--- config.mk ---
export PLATFORM = sky130hd
export DESIGN_NAME = riscv_core_flat
export DESIGN_NICKNAME = d
export VERILOG_FILES = /design/src/rtl/riscv_core_if.sv /design/src/rtl/riscv_core.sv /design/src/flat_wrapper.sv
export SDC_FILE = /design/constraint.sdc
export NUM_CORES = 1
export LEC_CHECK = 0
export ABC_CLOCK_PERIOD_IN_PS = 3000
export CORE_ASPECT_RATIO = 0.5
export CORE_MARGIN = 3
export CORE_UTILIZATION = 40
export DETAILED_ROUTE_END_ITERATION = 8
export PLACE_DENSITY_LB_ADDON = 0.25
export SLEW_MARGIN = 10
export SYNTH_ARGS = -nofsm -noshare
export SYNTH_HDL_FRONTEND = slang
export SYNTH_SLANG_ARGS = --single-unit
--- constraint.sdc ---
create_clock -name clk -period 3 [get_ports clk]
set_input_delay 0.3 -clock clk [delete_from_list [all_inputs] [get_ports clk]]
set_output_delay 0.3 -clock clk [all_outputs]
set_load 0.01 [all_outputs]
--- src/rtl/riscv_core_if.sv ---
// rtl/riscv_core_if.sv - debug tap bundle exposing the core's fetch/decode/register-read state
interface riscv_core_if;
  logic [31:0] pc_out_check;
  logic [31:0] instruction_check;
  logic [2:0]  alu_op_check;
  logic [31:0] register_data_out1_check;
  logic [31:0] register_data_out2_check;

  modport master (
    output pc_out_check,
    output instruction_check,
    output alu_op_check,
    output register_data_out1_check,
    output register_data_out2_check
  );

  modport slave (
    input pc_out_check,
    input instruction_check,
    input alu_op_check,
    input register_data_out1_check,
    input register_data_out2_check
  );
endinterface

--- src/rtl/riscv_core.sv ---
// rtl/riscv_core.sv - single-cycle RV32I core executing R/I-type ALU instructions from a word ROM
// IMEM_INIT holds the ROM image, word n at bits [32n+31:32n].
module riscv_core #(
  parameter int IMEM_WORDS = 64,
  parameter logic [IMEM_WORDS*32-1:0] IMEM_INIT = {{((IMEM_WORDS-1)*32){1'b0}}, 32'h005303b3}
) (
  input logic         clk,
  input logic         reset,
  riscv_core_if.master dbg
);

  localparam int AW = (IMEM_WORDS > 1) ? $clog2(IMEM_WORDS) : 1;

  localparam logic [2:0] ALU_ADD = 3'd0;
  localparam logic [2:0] ALU_SUB = 3'd1;
  localparam logic [2:0] ALU_AND = 3'd2;
  localparam logic [2:0] ALU_OR  = 3'd3;
  localparam logic [2:0] ALU_XOR = 3'd4;
  localparam logic [2:0] ALU_SLL = 3'd5;
  localparam logic [2:0] ALU_SRL = 3'd6;
  localparam logic [2:0] ALU_SLT = 3'd7;

  localparam logic [6:0] OP_R = 7'b0110011;
  localparam logic [6:0] OP_I = 7'b0010011;

  logic        run;
  logic [31:0] pc;
  logic [31:0] instr;
  logic [31:0] rom [IMEM_WORDS];
  logic [31:0] regs [32];

  logic [6:0]  opcode;
  logic [4:0]  rd_idx;
  logic [4:0]  rs1_idx;
  logic [4:0]  rs2_idx;
  logic [2:0]  funct3;
  logic [6:0]  funct7;
  logic [31:0] imm_i;
  logic [31:0] rd1;
  logic [31:0] rd2;
  logic [31:0] alu_b;
  logic [31:0] alu_res;
  logic [2:0]  alu_op;
  logic        wr_en;
  logic        use_imm;
  logic        f7_zero;
  logic        legal;

  for (genvar g = 0; g < IMEM_WORDS; g++) begin : g_rom
    assign rom[g] = IMEM_INIT[g*32 +: 32];
  end

  // Anything past the ROM image fetches an all-zero word, which decodes as a NOP.
  always_comb begin
    instr = 32'h0;
    if (pc[31:2] < 30'(IMEM_WORDS))
      instr = rom[pc[AW+1:2]];
  end

  assign opcode  = instr[6:0];
  assign rd_idx  = instr[11:7];
  assign funct3  = instr[14:12];
  assign rs1_idx = instr[19:15];
  assign rs2_idx = instr[24:20];
  assign funct7  = instr[31:25];
  assign imm_i   = {{20{instr[31]}}, instr[31:20]};
  assign f7_zero = (funct7 == 7'b0000000);
  assign use_imm = (opcode == OP_I);
  assign legal   = (opcode == OP_R) || use_imm;

  always_comb begin
    alu_op = ALU_ADD;
    wr_en  = 1'b0;
    if (legal) begin
      case (funct3)
        3'b000: begin
          if (use_imm || f7_zero) begin
            alu_op = ALU_ADD;
            wr_en  = 1'b1;
          end else if (funct7 == 7'b0100000) begin
            alu_op = ALU_SUB;
            wr_en  = 1'b1;
          end
        end
        3'b111: if (use_imm || f7_zero) begin alu_op = ALU_AND; wr_en = 1'b1; end
        3'b110: if (use_imm || f7_zero) begin alu_op = ALU_OR;  wr_en = 1'b1; end
        3'b100: if (use_imm || f7_zero) begin alu_op = ALU_XOR; wr_en = 1'b1; end
        3'b010: if (use_imm || f7_zero) begin alu_op = ALU_SLT; wr_en = 1'b1; end
        // Shift-immediates carry funct7 in imm[11:5]; a nonzero value (SRAI) is a NOP.
        3'b001: if (f7_zero) begin alu_op = ALU_SLL; wr_en = 1'b1; end
        3'b101: if (f7_zero) begin alu_op = ALU_SRL; wr_en = 1'b1; end
        default: ;
      endcase
    end
  end

  assign rd1   = (rs1_idx == 5'd0) ? 32'h0 : regs[rs1_idx];
  assign rd2   = (rs2_idx == 5'd0) ? 32'h0 : regs[rs2_idx];
  assign alu_b = use_imm ? imm_i : rd2;

  always_comb begin
    alu_res = 32'h0;
    case (alu_op)
      ALU_ADD: alu_res = rd1 + alu_b;
      ALU_SUB: alu_res = rd1 - alu_b;
      ALU_AND: alu_res = rd1 & alu_b;
      ALU_OR:  alu_res = rd1 | alu_b;
      ALU_XOR: alu_res = rd1 ^ alu_b;
      ALU_SLL: alu_res = rd1 << alu_b[4:0];
      ALU_SRL: alu_res = rd1 >> alu_b[4:0];
      ALU_SLT: alu_res = {31'b0, ($signed(rd1) < $signed(alu_b))};
      default: alu_res = 32'h0;
    endcase
  end

  // The edge that releases reset only arms the run flag; execution starts on the next one.
  always_ff @(posedge clk or negedge reset) begin
    if (!reset) begin
      run <= 1'b0;
      pc  <= 32'h0;
    end else begin
      run <= 1'b1;
      if (run)
        pc <= pc + 32'd4;
    end
  end

  always_ff @(posedge clk or negedge reset) begin
    if (!reset) begin
      for (int i = 0; i < 32; i++)
        regs[i] <= 32'h0;
    end else if (run && wr_en && (rd_idx != 5'd0)) begin
      regs[rd_idx] <= alu_res;
    end
  end

  assign dbg.pc_out_check             = pc;
  assign dbg.instruction_check        = instr;
  assign dbg.alu_op_check             = alu_op;
  assign dbg.register_data_out1_check = rd1;
  assign dbg.register_data_out2_check = rd2;

endmodule

--- src/flat_wrapper.sv ---
// flat-port wrapper written by rule: the top's interface ports become plain ports
module riscv_core_flat 
#(
  parameter int IMEM_WORDS = 64,
  parameter logic [IMEM_WORDS*32-1:0] IMEM_INIT = {{((IMEM_WORDS-1)*32){1'b0}}, 32'h005303b3}
)
  (clk, reset, dbg_pc_out_check, dbg_instruction_check, dbg_alu_op_check, dbg_register_data_out1_check, dbg_register_data_out2_check);
  riscv_core_if dbg_i ();
  input logic clk;
  input logic reset;
  output wire logic [$bits(dbg_i.pc_out_check)-1:0] dbg_pc_out_check;
  output wire logic [$bits(dbg_i.instruction_check)-1:0] dbg_instruction_check;
  output wire logic [$bits(dbg_i.alu_op_check)-1:0] dbg_alu_op_check;
  output wire logic [$bits(dbg_i.register_data_out1_check)-1:0] dbg_register_data_out1_check;
  output wire logic [$bits(dbg_i.register_data_out2_check)-1:0] dbg_register_data_out2_check;
  assign dbg_pc_out_check = dbg_i.pc_out_check;
  assign dbg_instruction_check = dbg_i.instruction_check;
  assign dbg_alu_op_check = dbg_i.alu_op_check;
  assign dbg_register_data_out1_check = dbg_i.register_data_out1_check;
  assign dbg_register_data_out2_check = dbg_i.register_data_out2_check;
  riscv_core #(.IMEM_WORDS(IMEM_WORDS), .IMEM_INIT(IMEM_INIT)) u_core (.clk(clk), .reset(reset), .dbg(dbg_i));
endmodule
# After elaboration in Yosys (flattened, before gate mapping)
# Memories as Yosys holds them, arrays and structs flattened.
# Cells that the tools add are included.
# totals
reg_bits,1057
mem_bits_ro,2048
mem_count,1
# mem_list
memory,depth,word_bits,read_ports,rd_clocked_by_memory_dff,write_ports,line,text
(name not given),64,32,1,0,0,riscv_core.sv:57,instr = rom[pc[AW+1:2]];
# op_classes
n_lt_le_gt_ge,7
add_sub_neg,3
shift,2
bitwise,7
n_reduce_logical,13
muxes,32
n_eq_ne,16
# op_table
cell,count
$bwmux 1024,1
$mux 32,11
$bmux 32 s5,2
$pmux 32 s8,1
$demux 32 s5,1
$add 32x3->32 const B,1
$add 32x32->32,1
$and 32x32->32,1
$lt 32x32->1,1
$or 32x32->32,1
$shl 32x5->32,1
$shr 32x5->32,1
$sub 32x32->32,1
$xor 32x32->32,1
$lt 30x7->1 const B,1
$eq 3x3->1 const B,8
$pmux 3 s7,1
$ge 6x6->1 const B,3
$mux 3,6
$not 5->6,3
$eq 7x6->1 const B,2
$logic_not 5->1,2
$eq 3x2->1 const B,3
$eq 7x5->1 const B,1
14 further kinds,25

# Depth between registers and ports, before layout
# depth
ltp_word,14
depth_mapped,6
mapped_depth_nobuf,5

# Worst setup path before layout
# Ideal clock, no wire load.
# synth_path
path_type,register to output
startpoint,reg u_core.pc[2] (netlist: u_core.dbg.pc_out_check[2])
endpoint,out dbg_instruction_check[0]
t_required_ps,2700
path_stages_with_launch,7
arrival_ps,1549
slack_ps,1151
path_cell_list,dfrtp_1 -> inv_1 -> ha_1 -> nor4b_1 -> nand4_1 -> nor2_1 -> buf_4
# synth_via
elab_chain_len,5
elab_cells_between_ends,6
classes_between,order compare: 1; mux: 3; bitwise: 1; memory: 1
# synth_lines
item,line,text
from (decl),riscv_core.sv:27,logic [31:0] pc;
from (signal assigned),riscv_core.sv:124,pc <= pc + 32'd4;
$not 6->7 (implied by the code),riscv_core.sv:57,
$mem_v2 64x32,--,
$mux 32 (implied by the code) (2 in series),riscv_core.sv:57,
$mux 32 (*),riscv_core.sv:56,if (pc[31:2] < 30'(IMEM_WORDS))
to (decl),flat_wrapper.sv:12,output wire logic [$bits(dbg_i.instruction_check)-1:0] dbg_instruction_check;
# Mark *: on every way between the ends. The rest lies on a longest branch, timed or not. The select of a mux whose other input is x is not followed.

# Final worst setup path
# layout_path
startpoint,reg u_core.pc[2] (netlist: u_core.dbg.pc_out_check[2])
endpoint,out dbg_instruction_check[20]
# Same word-level chain as after synthesis.

==> metrics.cfg <==
[run_status]
status=finished, final reports clean

[sta]
rsz0062_at_grt=no
period_minus_slack_ns=2.58
clock.fmax_mhz=388
slew_headroom=0.545
setup_viol=0
fin_crit_sh=0.860
slew_viol_final=0
fin_skew_ns=0.00425
finalSetupTns_ns=0
hold_viol=0
tightest_slew_ns=0.677

[setup_path]
worstPathCellList=inv_1, ha_1, nor4b_1, nand4_1, nor2_2, clkdlybuf4s50_1
critical_path.max_stage_delay_ns=0.62
reg2reg_slack_ns=1.15
cp.required_ns=2.70
critPathKind=reg2out
path_max_fanout=11
start_kind=register
crit_buf_inv=2
end_kind=output pin
crit_arrival_ns=2.28
crit_slowest_cell=clkdlybuf4s50_1
critPathTopFamily=simple AND/OR/NAND/NOR gates

[clocking]
clk_pin_slew_worst_paths_ns=0.05
clk_latency_ns=0.27
cts_buffers=5
ctsResizeCount=0
tritoncts=done
clockBufferDepth=2
clock-sinks=31
post_cts_buffers=0
hold_buffers=0
cts_root_buffer=clkbuf_16
htreeDepth=2

[die]
coreArea_um2=5180
die_area_um2=6630
die_height_um=59.1
rows=18
die_w_um=112
io_pins=133
initial_utilization=0.436

[synthesis]
syn_area_um2=2260
yosysTopAreaCell=dfrtp_1
ys_seq_elements=31
synth_cell_type_count=25
synth_area_leaders=dfrtp_1, buf_4, xnor2_1
synth_top_area_frac=0.344
synth_seq_area_share=0.344
synthCells=237
yosysWarningCount=0
synth_area_per_cell_um2=9.52

[hold_path]
hp-class=in2async

[placed_design]
numPortBuffers=42
hpwlAfterDp_um=3140
place_area_um2=2320
gp_congestion=0.783

[detailed_routing]
first_pass_iters=4
vias=1450
via_per_inst=4.26
drt_wl_total_um=4110
ant_nets=0
wl_per_cell_um=12.1
drc=0
drtIter0Drc=68

[layout]
drive_gt1_frac=0.0481
finish.instance_area_um2=2460
final_nets=274
final_util=0.476
syn_to_final_growth_pct=9.20
antenna_cells=0

[power]
p_per_area_nw_per_um2=571
vdd_drop_max_mv=0.245
p_leak_uw=0.00119
power_uw=1410

[global_routing]
grt_remaining_overflow=0
grt_max_degree=32
grt_pass1_vias=1241
grt_pass1_wl_um=6150
grt_use_total=0.113
antenna_found_initial=0

[flow_run]
max-cap-violations=0

[cell type report]
class	instances	area, µm²
Fill cell	482	2720
Timing Repair Buffer	43	428
Tap cell	70	87.6
Sequential cell	31	776
Clock buffer	6	139
Multi-Input combinational cell	186	1020
Inverter	3	11.3
Clock inverter	1	5.00
[routing by layer]
metal  vias to the layer above  track usage  part of all wire
met1                       686        0.152              0.43
met5                         -            0                 0
li1                        658            -                 -
met4                         0       0.0291                 0
met3                         0       0.0306              0.12
met2                       106        0.184              0.45
[metrics by stage]
stage               cells  hold slack, ns  setup WS, ns
finish                340           0.425         0.421
global route          340           0.466         0.167
CTS                   340           0.439         0.171
detailed placement    333           0.509         0.473
global placement      333           0.507         0.556
floorplan             326         0.00441          1.15
[cells in the mapped netlist]
library cell / instances
nand4_4: 1
buf_2: 3
conb_1: 2
nand2_1: 7
nor4b_1: 1
and3_2: 1
clkbuf_1: 1
nor2_2: 1
o21ai_0: 1
nand4_1: 17
nor4_4: 1
xnor2_1: 24
nor3_1: 3
dfrtp_1: 31
nor2_1: 4
inv_1: 3
nor4_1: 5
ha_1: 2
and2_1: 3
xor2_1: 5
nand3_1: 9
and3_1: 8
buf_6: 1
buf_4: 101
and4_1: 2
[cells by family after synthesis]
kind of cell | count (synthesis) | share of synthesized area
other | 2 | 0.00333
AO/OA/AOI/OAI | 1 | 0.00222
flip-flops | 31 | 0.344
buffers and inverters | 109 | 0.354
adder cells (fa/ha/maj) | 2 | 0.0111
XOR/XNOR | 29 | 0.113
AND/OR/NAND/NOR | 63 | 0.173
[placed cells by master, fill, tap and decap left out, drive strengths merged, types with 2 or more instances in the layout]
master and n:
and2 3, xnor2 24, nand3 9, nor2 5, nor4 6, clkbuf 6
nand4 18, nand2 7, inv 3, and3 9, ha 2, xor2 5
nor3 3, clkdlybuf4s50 42, conb 91, dfrtp 31, and4 2
[report_power, final]
part,internal [µW],switching (µW)
Sequential,462,78.1
Clock,323,166
Combinational,187,193
[path summary, 6_finish.rpt]
path / start / end / cells after the start
max: u_core.dbg.pc_out_check[2]$_DFFE_PN0P_ / dbg_instruction_check[20] / 6
min: reset / u_core.dbg.pc_out_check[30]$_DFFE_PN0P_ / 2
max reg2reg: u_core.dbg.pc_out_check[7]$_DFFE_PN0P_ / u_core.dbg.pc_out_check[30]$_DFFE_PN0P_ / 4
min reg2reg: u_core.dbg.pc_out_check[31]$_DFFE_PN0P_ / u_core.dbg.pc_out_check[31]$_DFFE_PN0P_ / 1
max in group asynchronous: reset / u_core.dbg.pc_out_check[7]$_DFFE_PN0P_ / 2
min in group clk: u_core.dbg.pc_out_check[31]$_DFFE_PN0P_ / u_core.dbg.pc_out_check[31]$_DFFE_PN0P_ / 1
[state kept, by name (all words and copies together) (netlist names)]
| name | flops |
|---|---|
| u_core.run | 1 |
| u_core.dbg.pc_out_check | 30 |
Power figures use the tool's default switching activity.
